File: src/rtl/vga_timing_monitor.sv
// VGA timing monitor: measures sync geometry on pix_ce samples, locks to the configured mode, flags sticky errors.
// Optional per-frame CRC-16-CCITT of active pixels when VGA_MON_CRC_EN is defined.
module vga_timing_monitor #(
    parameter int unsigned H_ACTIVE = 640,
    parameter int unsigned H_FP     = 16,
    parameter int unsigned H_SYNC   = 96,
    parameter int unsigned H_BP     = 48,
    parameter int unsigned V_ACTIVE = 480,
    parameter int unsigned V_FP     = 10,
    parameter int unsigned V_SYNC   = 2,
    parameter int unsigned V_BP     = 33,
    parameter int unsigned SYNC_POL = 0,
    parameter int unsigned COLOR_W  = 4,
    parameter int unsigned CNT_W    = 12
) (
    input  logic               clk,
    input  logic               rst,
    input  logic               pix_ce,
    input  logic               hsync,
    input  logic               vsync,
    input  logic [COLOR_W-1:0] red,
    input  logic [COLOR_W-1:0] green,
    input  logic [COLOR_W-1:0] blue,
    input  logic               err_clr,
    output logic               locked,
    output logic [4:0]         err,
    output logic [CNT_W-1:0]   h_total_meas,
    output logic [CNT_W-1:0]   h_sync_meas,
    output logic [CNT_W-1:0]   v_total_meas,
    output logic [CNT_W-1:0]   v_sync_meas,
    output logic [15:0]        frame_cnt
`ifdef VGA_MON_CRC_EN
    ,
    output logic [15:0]        frame_crc,
    output logic               crc_valid
`endif
);

    localparam int unsigned H_TOTAL  = H_ACTIVE + H_FP + H_SYNC + H_BP;
    localparam int unsigned V_TOTAL  = V_ACTIVE + V_FP + V_SYNC + V_BP;
    localparam int unsigned H_WIN_LO = H_SYNC + H_BP;
    localparam int unsigned H_WIN_HI = H_SYNC + H_BP + H_ACTIVE - 1;
    localparam int unsigned V_WIN_LO = V_SYNC + V_BP;
    localparam int unsigned V_WIN_HI = V_SYNC + V_BP + V_ACTIVE - 1;
    localparam int unsigned TIMEOUT  = 2 * H_TOTAL;
    localparam logic        SYNC_ACT = (SYNC_POL != 0);

    typedef enum logic [1:0] {
        SEARCH  = 2'd0,
        MEASURE = 2'd1,
        LOCKED  = 2'd2
    } state_t;

    state_t             state, state_next;
    logic               armed, armed_next;
    logic               hs_prev, vs_prev;
    logic [CNT_W-1:0]   hcnt, vcnt;

    logic               hs_act, vs_act, h_edge, v_edge;
    logic [CNT_W-1:0]   hcnt_inc, vcnt_inc, h_pos, v_pos;
    logic               in_active, pix_nz, timeout;
    logic               h_tot_ok, h_sync_ok, v_tot_ok, v_sync_ok;
    logic [4:0]         err_set;
    logic               frame_inc;

    // Per-sample decode; h_pos/v_pos are the counter values this sample will take.
    always_comb begin
        hs_act    = (hsync == SYNC_ACT);
        vs_act    = (vsync == SYNC_ACT);
        h_edge    = hs_act & ~hs_prev;
        v_edge    = vs_act & ~vs_prev;
        hcnt_inc  = (&hcnt) ? hcnt : hcnt + CNT_W'(1);
        vcnt_inc  = (&vcnt) ? vcnt : vcnt + CNT_W'(1);
        h_pos     = h_edge ? '0 : hcnt_inc;
        v_pos     = v_edge ? '0 : (h_edge ? vcnt_inc : vcnt);
        in_active = (h_pos >= CNT_W'(H_WIN_LO)) && (h_pos <= CNT_W'(H_WIN_HI)) &&
                    (v_pos >= CNT_W'(V_WIN_LO)) && (v_pos <= CNT_W'(V_WIN_HI));
        pix_nz    = |{red, green, blue};
        timeout   = (h_pos == CNT_W'(TIMEOUT));
        h_tot_ok  = ((h_edge ? hcnt_inc : h_total_meas) == CNT_W'(H_TOTAL));
        h_sync_ok = (h_sync_meas == CNT_W'(H_SYNC));
        v_tot_ok  = (vcnt_inc == CNT_W'(V_TOTAL));
        v_sync_ok = (v_sync_meas == CNT_W'(V_SYNC));
    end

    // Lock FSM; armed means MEASURE has seen a full frame start since it was entered.
    always_comb begin
        state_next = state;
        armed_next = armed;
        err_set    = '0;
        frame_inc  = 1'b0;
        if (pix_ce) begin
            case (state)
                SEARCH: begin
                    if (v_edge) begin
                        state_next = MEASURE;
                        armed_next = 1'b1;
                    end
                end
                MEASURE: begin
                    if (v_edge) begin
                        if (armed && h_tot_ok && h_sync_ok && v_tot_ok && v_sync_ok) begin
                            state_next = LOCKED;
                        end
                        armed_next = 1'b1;
                    end
                end
                LOCKED: begin
                    if (h_edge) begin
                        err_set[0] = ~h_tot_ok;
                        err_set[1] = ~h_sync_ok;
                    end
                    if (v_edge) begin
                        frame_inc  = 1'b1;
                        err_set[2] = ~(v_tot_ok & v_sync_ok);
                    end
                    if (!in_active && pix_nz) begin
                        err_set[3] = 1'b1;
                    end
                    if (|err_set[2:0]) begin
                        state_next = MEASURE;
                        armed_next = v_edge;
                    end
                end
                default: begin
                    state_next = SEARCH;
                    armed_next = 1'b0;
                end
            endcase
            if ((state != SEARCH) && timeout) begin
                err_set[4] = 1'b1;
                state_next = SEARCH;
                armed_next = 1'b0;
            end
        end
    end

    always_ff @(posedge clk or negedge rst) begin
        if (!rst) begin
            state <= SEARCH;
            armed <= 1'b0;
        end else begin
            state <= state_next;
            armed <= armed_next;
        end
    end

    // Error flags: clear first so a same-cycle new error still sets.
    always_ff @(posedge clk or negedge rst) begin
        if (!rst) begin
            err    <= '0;
            locked <= 1'b0;
        end else begin
            err    <= (err & ~{5{err_clr}}) | err_set;
            locked <= (state_next == LOCKED);
        end
    end

    always_ff @(posedge clk or negedge rst) begin
        if (!rst) begin
            hs_prev      <= 1'b0;
            vs_prev      <= 1'b0;
            hcnt         <= '0;
            vcnt         <= '0;
            h_total_meas <= '0;
            h_sync_meas  <= '0;
            v_total_meas <= '0;
            v_sync_meas  <= '0;
            frame_cnt    <= '0;
        end else if (pix_ce) begin
            hs_prev <= hs_act;
            vs_prev <= vs_act;
            hcnt    <= h_pos;
            vcnt    <= v_pos;
            if (h_edge) begin
                h_total_meas <= hcnt_inc;
                h_sync_meas  <= CNT_W'(1);
            end else if (hs_act && hs_prev && !(&h_sync_meas)) begin
                h_sync_meas <= h_sync_meas + CNT_W'(1);
            end
            // Line at the vsync edge counts towards the vsync width.
            if (v_edge) begin
                v_total_meas <= vcnt_inc;
                v_sync_meas  <= h_edge ? CNT_W'(1) : '0;
            end else if (vs_act && h_edge && !(&v_sync_meas)) begin
                v_sync_meas <= v_sync_meas + CNT_W'(1);
            end
            if (frame_inc) begin
                frame_cnt <= frame_cnt + 16'd1;
            end
        end
    end

`ifdef VGA_MON_CRC_EN
    localparam int unsigned PIX_W = 3 * COLOR_W;

    logic [15:0] crc;

    function automatic logic [15:0] crc_step(input logic [15:0] c_in, input logic [PIX_W-1:0] d);
        logic [15:0] c;
        logic        fb;
        c = c_in;
        for (int i = PIX_W - 1; i >= 0; i--) begin
            fb = c[15] ^ d[i];
            c  = {c[14:0], 1'b0};
            if (fb) begin
                c = c ^ 16'h1021;
            end
        end
        return c;
    endfunction

    // CRC over active pixels of each locked frame, latched at the next vsync edge.
    always_ff @(posedge clk or negedge rst) begin
        if (!rst) begin
            crc       <= 16'hFFFF;
            frame_crc <= '0;
            crc_valid <= 1'b0;
        end else begin
            crc_valid <= pix_ce && v_edge && (state == LOCKED);
            if (pix_ce) begin
                if (state != LOCKED) begin
                    crc <= 16'hFFFF;
                end else if (v_edge) begin
                    frame_crc <= crc;
                    crc       <= 16'hFFFF;
                end else if (in_active) begin
                    crc <= crc_step(crc, {red, green, blue});
                end
            end
        end
    end
`endif

endmodule
File: config.mk
export PLATFORM = sky130hd
export DESIGN_NAME = vga_timing_monitor
export DESIGN_NICKNAME = d
export VERILOG_FILES = /design/src/rtl/vga_timing_monitor.sv
export SDC_FILE = /design/constraint.sdc
export NUM_CORES = 1
export LEC_CHECK = 0
export BUFFER_PORTS_ARGS = -buffer_cell sky130_fd_sc_hd__buf_2
export CAP_MARGIN = 20
export CORE_MARGIN = 3
export CORE_UTILIZATION = 35
export CTS_BUF_LIST = sky130_fd_sc_hd__clkbuf_8
export DETAILED_ROUTE_END_ITERATION = 8
export GPL_ROUTABILITY_DRIVEN = 1
export PLACE_DENSITY = 0.57
export SLEW_MARGIN = 20
export SYNTH_ARGS = -nofsm -noshare
export SYNTH_HDL_FRONTEND = slang
export SYNTH_SLANG_ARGS = --single-unit
export TNS_END_PERCENT = 10
File: constraint.sdc
create_clock -name clk -period 4.69 [get_ports clk]
set_input_delay 0.469 -clock clk [delete_from_list [all_inputs] [get_ports clk]]
set_output_delay 0.469 -clock clk [all_outputs]
set_load 0.05 [all_outputs]
### Word-level counts from Yosys, hierarchy flattened

Cells that the tools add are included.

* bits of input ports: 18
* register bits after elaboration: 99
* logic and storage cells: 112
* output and inout bits: 70

* bitwise operators: 13
* $lt $le $gt $ge: 4
* equal/unequal tests: 10
* reductions and logical operators: 32
* $add $sub $neg: 5
* multiplexer cells: 35

Operators by type and width (count)
* 12-bit 2-to-1 mux: 10
* 12-bit by 1-bit adder with 12-bit output (second input constant): 4
* 12-bit AND reduction: 4
* 12-bit by 10-bit == test with 1-bit output (second input constant): 2
* 12-bit by 10-bit <= comparator with 1-bit output (second input constant): 2
* 2-bit 2-to-1 mux: 9
* 16-bit by 1-bit adder with 16-bit output (second input constant): 1
* 1-bit logical AND: 13
* 12-bit by 11-bit == test with 1-bit output (second input constant): 1
* 12-bit by 2-bit == test with 1-bit output (second input constant): 1
* 12-bit by 7-bit == test with 1-bit output (second input constant): 1
* 12-bit by 6-bit greater-or-equal comparator with 1-bit output (second input constant): 1
* 12-bit by 8-bit greater-or-equal comparator with 1-bit output (second input constant): 1
* 1-bit 2-to-1 mux: 12
* 12-bit OR reduction: 1
* 2-bit AND reduction: 4
* 1-bit inverter: 7
* 2-bit case mux with 3 select lines: 1
* 2-bit nonzero test: 3
* 5-bit AND: 1
* 5-bit 2-to-1 mux: 1
* 5-bit inverter: 1
* 5-bit bitwise OR: 1
* 2-bit == test (second input constant): 2
* other kinds (11): 15

### Depth between registers and ports, before layout

Gate-level depths: netlist of run 1.

* depth after elaboration: 14
* gate-level depth with buffers: 12
* depth with buffers taken out: 10

### Least setup slack after synthesis of run 1

No wires, ideal clock.

* path type: flip-flop to flip-flop
* start point: register h_sync_meas[0]
* end point: register locked
* buffers on the path: 0
* setup slack: 1.742 ns
* data arrival time: 2.881 ns
* stages on the path, launching flop included: 11
* cells stage by stage: dfrtp_1 -> inv_1 -> ha_1 -> or4b_1 -> or4_4 -> nor4_4 -> o2111ai_2 -> o31ai_4 -> o2111ai_2 -> o211ai_2 -> o221a_1

* word-level cells in the longest chain between the ends: 11
* elaborated cells on any way between the ends: 16
* those cells by class: 2 x eq/ne; 9 x mux; 1 x bitwise; 4 x reduce/logical

Ends and longest elaborated chain
* start, declared: line 28 `output logic [CNT_W-1:0] h_sync_meas,`
* start signal, assigned: line 179 `h_sync_meas <= h_sync_meas + CNT_W'(1);`
* 12-bit by 7-bit == test with 1-bit output (*): line 81 `h_sync_ok = (h_sync_meas == CNT_W'(H_SYNC));`
* 1-bit inverter: line 111 `err_set[1] = ~h_sync_ok;`
* 2-bit 2-to-1 mux: line 109 `if (h_edge) begin`
* 2-bit 2-to-1 mux: line 93 `case (state)`
* 2-bit 2-to-1 mux: line 92 `if (pix_ce) begin`
* 3-bit OR reduction: line 120 `if (|err_set[2:0]) begin`
* 2-bit 2-to-1 mux: line 120
* 2-bit case mux with 3 select lines (*): line 93
* 2-bit 2-to-1 mux (*): line 130 `if ((state != SEARCH) && timeout) begin`
* 2-bit 2-to-1 mux (*): line 92
* net state_next[1]: line 54 `state_t state, state_next;`
* 2-bit == test (*): line 155 `locked <= (state_next == LOCKED);`
* end signal, assigned: line 155
* end, declared: line 25 `output logic locked,`

The timed path passes the listed nets; every way through them passes the cells marked *. The select of a mux whose other input is x is not followed.
A chain may end at the register's enable or synchronous reset.

### Worst setup path after layout of run 1

* start point: register vcnt[1]
* end point: register locked

* word-level cells in the longest chain between the ends: 14
* elaborated cells on any way between the ends: 19
* those cells by class: 1 x add/sub; 2 x eq/ne; 10 x mux; 2 x bitwise; 4 x reduce/logical

Ends and longest elaborated chain
* start, declared: line 57 `logic [CNT_W-1:0] hcnt, vcnt;`
* start signal, assigned: line 174 `vcnt <= v_pos;`
* 12-bit by 1-bit adder with 12-bit output or 12-bit AND reduction (tied branches): line 73 `vcnt_inc = (&vcnt) ? vcnt : vcnt + CNT_W'(1);`
* 12-bit 2-to-1 mux (*): line 73
* 12-bit by 10-bit == test with 1-bit output (*): line 82 `v_tot_ok = (vcnt_inc == CNT_W'(V_TOTAL));`
* 1-bit AND: line 115 `err_set[2] = ~(v_tot_ok & v_sync_ok);`
* 1-bit inverter: line 115
* 1-bit 2-to-1 mux: line 113 `if (v_edge) begin`
* 1-bit 2-to-1 mux: line 93
* 1-bit 2-to-1 mux: line 92
* 3-bit OR reduction: line 120
* 2-bit 2-to-1 mux: line 120
* 2-bit case mux with 3 select lines (*): line 93
* 2-bit 2-to-1 mux (*): line 130
* 2-bit 2-to-1 mux (*): line 92
* net state_next[1]: line 54
* 2-bit == test (*): line 155

Marks and branches as above.

==> flow_summary.yaml, run 1 <==
synthesis:
  yosys.area_share.simple: 0.242
  synth_top_family_by_area: "simple AND/OR/NAND/NOR gates"
  syn_inst: 617
  netlist_area_um2: 5660
  synthMuxAreaShare: 0.0170
  ys.flop_type: "dfrtp_1"
  yosysUniqueCellTypes: 76
  async_flop_share: 1.00
  yosys_register_bits: 99
  synth_area_per_cell_um2: 9.17
  yosysWarnings: 0
  syn_nets: 643
  synthXorXnorAreaFrac: 0.0573
  synthAdderAreaFrac: 0.0177
  synth_edf_count: 0
  synth_compound_area_frac: 0.188
  ys_seq_area_frac: 0.438
cts:
  clock_latency_ns: 0.38
  path_clk_slew_ns: 0.11
  cts-resized-gates: 0
  clock_path_buffers: 2
  clkSinkCount: 99
  cts_tree: "yes"
  root_buffer: "clkbuf_8"
  cts_hold_buffers: 0
  cts_buffers: 9
  htreeDepth: 3
  postCtsSetupRepairBufs: 0
global_route:
  grt_pass1_vias: 4829
  grt_use_total: 0.176
  grt_max_degree: 52
  grt_antenna_before_repair: 0
  globalRouteOverflowTotal: 0
  grt_pass1_wl_um: 25600
critical_path:
  cp_max_fo: 12
  path_cells: "ha_1 -> and4_1 -> a21boi_0 -> a2111oi_0 -> nand4_1 -> nor2_1 -> o2111ai_2 -> o211ai_2 -> o221a_1"
  critPathKind: "reg -> reg"
  critPathRequiredTime_ns: 5.01
  cpMaxStageDelayCell: "a2111oi_0"
  arrival_ns: 3.49
  endpoint_kind: "flip-flop"
  critPathMaxStageDelay_ns: 0.55
  critPathLaunchType: "flip-flop"
timing:
  fmax_mhz: 315
  setup_viol: 0
  min_period_ns: 3.17
  maxSlewHeadroom: 0.422
  fin_skew_ns: 0.0179
  grt_setup_unrepaired: "false"
  fin_ws_ns: 1.52
  drv_slew: 0
  finalSetupTns_ns: 0
  final-hold-violation-count: 0
  worst_pin_slew_ns: 0.864
  finalCritPeriodShare: 0.676
  hold_slack_ns: 0.0915
route:
  avgViaCountPerCell: 5.59
  drt_iter0_drc: 419
  vias: 5063
  wl_per_cell_um: 17.0
  ant_nets: 0
  drt-total-wl_um: 15400
  drc_errors: 0
  firstDrtPassIters: 5
floorplan:
  start_util: 0.365
  core_um2: 15500
  ioPinCount: 88
  die_w_um: 133
  rows: 45
  die_h_um: 133
  dieArea_um2: 17700
placement:
  place.gp.congestion: 0.950
  hpwl_um: 11400
  pre_cts_ws_ns: 1.62
  portBuffers: 87
  placement.cell_area_um2: 6240
  place_inst: 889
power_and_ir_drop:
  swShare: 0.367
  p_int_mw: 1.38
  p_sw_mw: 0.803
  p_per_area_nw_per_um2: 339
  comb_power_share: 0.248
  p_leak_nw: 2.88
  clkPwrFrac: 0.282
  power_frac_seq: 0.470
  peakVddDrop_mv: 0.205
final_layout:
  layout_commonest_cell: "dfrtp_1"
  fin_cells: 905
  fill_cells: 1571
  diodes: 0
  finalNetCount: 715
  area_delta_synth_final_pct: 14.1
  final_area_um2: 6450
  drive_gt1_frac: 0.196
  final_cell_mix: "99 x dfrtp_1, 86 x buf_2, 69 x nand2_1"
worst_hold_path:
  min_path_type: "in -> async"
outcome:
  outcome: "finished clean"
flow_run:
  drv_cap: 0
layout make-up:
| cell class | instances | area, um^2 | share of cell area |
|---|---|---|---|
| inverters | 15 | 56.3 | 0.00872 |
| flip-flops and latches | 99 | 2480 | 0.384 |
| well taps | 211 | 264 | 0.0409 |
| repair buffers | 93 | 483 | 0.0748 |
| multi-input cells | 471 | 2960 | 0.458 |
| clock buffers | 9 | 124 | 0.0192 |
| clock inverters | 7 | 93.8 | 0.0145 |
critical path: cells and delay by family, from the launching register on:
family | cells | cell delay (ns)
AOI/OAI and AO/OA | 5 | 1.31
adders and majority gates | 1 | 0.37
DFF | 1 | 0.49
and+or+nand+nor | 3 | 0.93
Yosys cell counts, drive strengths merged (3+ instances only):
cell type	number	share of area
xor2	15	0.023
a21oi	24	0.021
and4	12	0.019
mux2i	4	0.0071
o21ai	58	0.051
clkbuf	21	0.016
or2	5	0.0055
o211ai	4	0.0062
nor4	9	0.014
mux2	5	0.010
and3	11	0.012
nand2	69	0.046
nand4	22	0.024
or3	9	0.010
nor3	12	0.011
o2bb2ai	8	0.012
o31ai	8	0.013
buf	11	0.014
a22o	5	0.0080
a31oi	12	0.013
xnor2	22	0.034
a2111oi	3	0.0046
ha	8	0.018
nor2	57	0.039
a211oi	5	0.0066
nand3	30	0.027
a21boi	4	0.0053
a31o	3	0.0046
inv	15	0.010
dfrtp	99	0.44
o2111ai	3	0.0069
or4	7	0.011
a21o	4	0.0053
and2	3	0.0038
logic make-up (layout without fill, tap and decap cells):
family	Yosys count	count (layout)
buffers and inverters	47	124
DFF	99	99
AOI/OAI and AO/OA	158	158
and+or+nand+nor	259	259
adders and majority gates	8	8
xor gates and xnor gates	37	37
muxes	9	9
power groups by stage:
| stage | registers (mW) | clock network [mW] | logic [mW] |
|---|---|---|---|
| 2_1_floorplan | 1.18 | 0 | 0.242 |
| 3_3_place_gp | 1.04 | 0 | 0.540 |
| 3_5_place_dp | 1.04 | 0 | 0.543 |
| 4_1_cts | 1.03 | 0.640 | 0.545 |
| 5_1_grt | 1.04 | 0.679 | 0.588 |
| 6_report | 1.03 | 0.615 | 0.542 |
worst paths after layout:
| kind | start | to | slack (ns) | cells past startpoint |
|---|---|---|---|---|
| max | vcnt[1]$_DFFE_PN0P_ | locked$_DFF_PN0_ | 1.52 | 9 |
| min | rst | v_total_meas[0]$_DFFE_PN0P_ | 0.09 | 1 |
| max reg2reg | vcnt[1]$_DFFE_PN0P_ | locked$_DFF_PN0_ | 1.52 | 9 |
| min reg2reg | frame_cnt[15]$_DFFE_PN0P_ | frame_cnt[15]$_DFFE_PN0P_ | 0.47 | 1 |
| max in group asynchronous | rst | hcnt[8]$_DFFE_PN0P_ | 3.50 | 2 |
| min in group clk | vsync | vs_prev$_DFFE_PN0P_ | 0.33 | 2 |
metrics by stage:
step           total power [mW]  utilization
2_1_floorplan              1.42            -
5_1_grt                    2.31        0.417
4_1_cts                    2.21        0.417
3_3_place_gp               1.58        0.403
3_5_place_dp               1.59        0.403
6_report                   2.18        0.417
sequential cells by signal, indices dropped and copies added, names as in the netlist, 5 cells and up:
name          flops
frame_cnt        16
err               5
v_sync_meas      12
v_total_meas     12
vcnt             12
hcnt             12
h_sync_meas      12
h_total_meas     12
routing by layer:
metal	GRT usage	wire (um)	vias to the layer above
met3	0.0419	1010	32
met4	0.0531	378	0
li1	-	-	2424
met2	0.279	7100	189
met5	0	0	-
met1	0.239	6930	2418
Note: power is estimated with default switching activity, not from simulation.
==> run 2, diff against run 1 <==
- ABC_AREA: unset -> 1
- clock period: 4.69 -> 3.2 ns (I/O delays scaled with it)
==> flow_summary.yaml, run 2 <==
global_route:
  grt_max_degree: 60
  grt_pass1_vias: 4988
  grt_pass1_wl_um: 24700
  grt_use_total: 0.168
  grt_antenna_before_repair: 1
  globalRouteOverflowTotal: 0
synthesis:
  netlist_area_um2: 5780
  synth_area_per_cell_um2: 7.56
  ys.flop_type: "dfrtp_1"
  synth_top_area_cell: "dfrtp_1"
  yosys_register_bits: 99
  synth_edf_count: 0
  netlist.area_leader.share: 0.428
  synthTopCellsByCount: "204 x nand2_1, 99 x dfrtp_1, 73 x o21ai_0"
  async_flop_share: 1.00
  syn_inst: 765
  yosysWarnings: 0
  yosysUniqueCellTypes: 41
  synth_most_common_cell: "nand2_1"
  synth_area_leaders: "dfrtp_1 43%, nand2_1 13%, o21ai_0 6.3%, nand3_1 5.5%, inv_1 4.5%"
  syn_nets: 791
  ys_seq_area_frac: 0.428
timing:
  setup_viol: 0
  fin_skew_ns: 0.0108
  fmax_mhz: 405
  maxSlewHeadroom: 0.467
  worst_pin_slew_ns: 0.799
  finalSetupTns_ns: 0
  fin_ws_ns: 0.734
  finalCritPeriodShare: 0.771
  min_period_ns: 2.47
  drv_slew: 0
  grt_setup_unrepaired: "false"
  final-hold-violation-count: 0
route:
  wl_per_cell_um: 13.4
  ant_nets: 0
  avgViaCountPerCell: 4.80
  drt_iter0_drc: 288
  vias: 5149
  drc_errors: 0
  drt-total-wl_um: 14400
  firstDrtPassIters: 4
power_and_ir_drop:
  swShare: 0.384
  comb_power_share: 0.289
  power_frac_seq: 0.442
  p_per_area_nw_per_um2: 517
  clkPwrFrac: 0.268
  p_int_mw: 2.13
  p_leak_nw: 3.35
  p_sw_mw: 1.33
  peakVddDrop_mv: 0.264
flow_run:
  drv_cap: 0
floorplan:
  core_um2: 16000
  die_h_um: 135
  start_util: 0.361
  die_w_um: 135
  dieArea_um2: 18100
  ioPinCount: 88
  rows: 46
final_layout:
  utilization: 0.419
  drive_gt1_frac: 0.199
  diodes: 0
  finalNetCount: 877
  largest_reg_flops: 16
  fill_cells: 1703
  fin_cells: 1072
  area_delta_synth_final_pct: 15.8
  final_area_um2: 6700
  layout_commonest_cell: "nand2_1"
  largest_register: "frame_cnt"
  final_cell_mix: "204 x nand2_1, 99 x dfrtp_1, 86 x buf_2"
cts:
  htreeDepth: 3
  cts-resized-gates: 0
  cts_hold_buffers: 0
  clkSinkCount: 99
  cts_tree: "yes"
  path_clk_slew_ns: 0.10
  clock_latency_ns: 0.38
  cts_buffers: 9
  clock_path_buffers: 2
  root_buffer: "clkbuf_8"
  postCtsSetupRepairBufs: 0
placement:
  place_inst: 1056
  pre_cts_ws_ns: 0.752
  hpwl_um: 10800
  placement.cell_area_um2: 6470
  place.gp.congestion: 0.857
  portBuffers: 87
critical_path:
  cp_common_cell: "nand2_1"
  cp_max_fo: 19
  endpoint_kind: "flip-flop"
  crit_buf_inv: 2
  critPathRequiredTime_ns: 3.47
  cpLargestDelayFamily: "simple AND/OR/NAND/NOR gates"
  critPathMaxStageDelay_ns: 0.45
  arrival_ns: 2.74
  critPathLaunchType: "flip-flop"
  critPathKind: "reg -> reg"
  path_cells: "ha_1 -> nand2_2 -> nor2_8 -> nand3_4 -> nand2_1 -> nand2_1 -> nand2_1 -> nand2_1 -> nor2_1 -> nand4_1 -> o21ai_1 -> inv_1 -> a21oi_1 -> inv_1"
  cpMaxStageDelayCell: "dfrtp_1"
outcome:
  outcome: "finished clean"
worst_hold_path:
  min_path_type: "in -> async"
==> run 2: cell types whose count changed in the layout (fill, tap and decap cells not counted), sizes merged, moves of 12 or more <==
cell	before	now
nor2	57	75
o21ai	58	76
xnor2	22	8
inv	18	83
and4	12	0
nand3	30	69
nand2	69	209
==> run 2: path summary, 6_finish.rpt <==
kind / startpoint / to / slack [ns] / depth (start not counted)
min reg2reg: frame_cnt[15]$_DFFE_PN0P_ / frame_cnt[15]$_DFFE_PN0P_ / 0.47 / 1
max in group asynchronous: rst / frame_cnt[4]$_DFFE_PN0P_ / 2.49 / 2
max: hcnt[0]$_DFFE_PN0P_ / state[1]$_DFF_PN0_ / 0.73 / 14
max reg2reg: hcnt[0]$_DFFE_PN0P_ / state[1]$_DFF_PN0_ / 0.73 / 14
min in group clk: vsync / vs_prev$_DFFE_PN0P_ / 0.23 / 2
min: rst / v_sync_meas[4]$_DFFE_PN0P_ / 0.008 / 1
==> run 2: cells by family (layout without fill, tap and decap cells) <==
| group | count (synthesis) | count (layout) | share of synthesized area |
|---|---|---|---|
| and+or+nand+nor | 407 | 407 | 0.333 |
| buffers and inverters | 104 | 195 | 0.0712 |
| muxes | 1 | 1 | 0.00195 |
| AOI/OAI and AO/OA | 125 | 125 | 0.117 |
| adders and majority gates | 8 | 8 | 0.0173 |
| xor gates and xnor gates | 21 | 21 | 0.0318 |
| DFF | 99 | 99 | 0.428 |
==> run 2: final cells by class <==
class / instances / area [um^2] / area share
clock inverter: 5 / 76.3 / 0.0114
tap: 216 / 270 / 0.0403
multi-input combinational: 562 / 2890 / 0.432
timing repair buffer: 96 / 518 / 0.0773
inverter: 83 / 312 / 0.0465
clock buffer: 11 / 151 / 0.0226
sequential: 99 / 2480 / 0.370
==> run 2: per-stage QoR <==
step	hold slack, ns	power (mW)
CTS	0.0343	3.51
global placement	0.454	2.56
finish	0.00813	3.46
global route	0.0637	3.69
floorplan	0.0244	2.28
detailed placement	0.458	2.57
==> run 2: power groups by stage <==
stage	Combinational, mW	Clock, mW	Sequential (mW)
4_1_cts	1.02	0.963	1.53
3_5_place_dp	1.01	0	1.56
3_3_place_gp	1.01	0	1.56
2_1_floorplan	0.434	0	1.84
6_report	1.00	0.929	1.53
5_1_grt	1.11	1.02	1.56
==> run 2: metal layers <==
| layer | GRT usage | vias to the layer above | wire (um) |
|---|---|---|---|
| met5 | 0 | - | 13 |
| li1 | - | 2693 | - |
| met2 | 0.272 | 85 | 6660 |
| met3 | 0.0421 | 8 | 637 |
| met4 | 0.0339 | 2 | 107 |
| met1 | 0.230 | 2361 | 6990 |
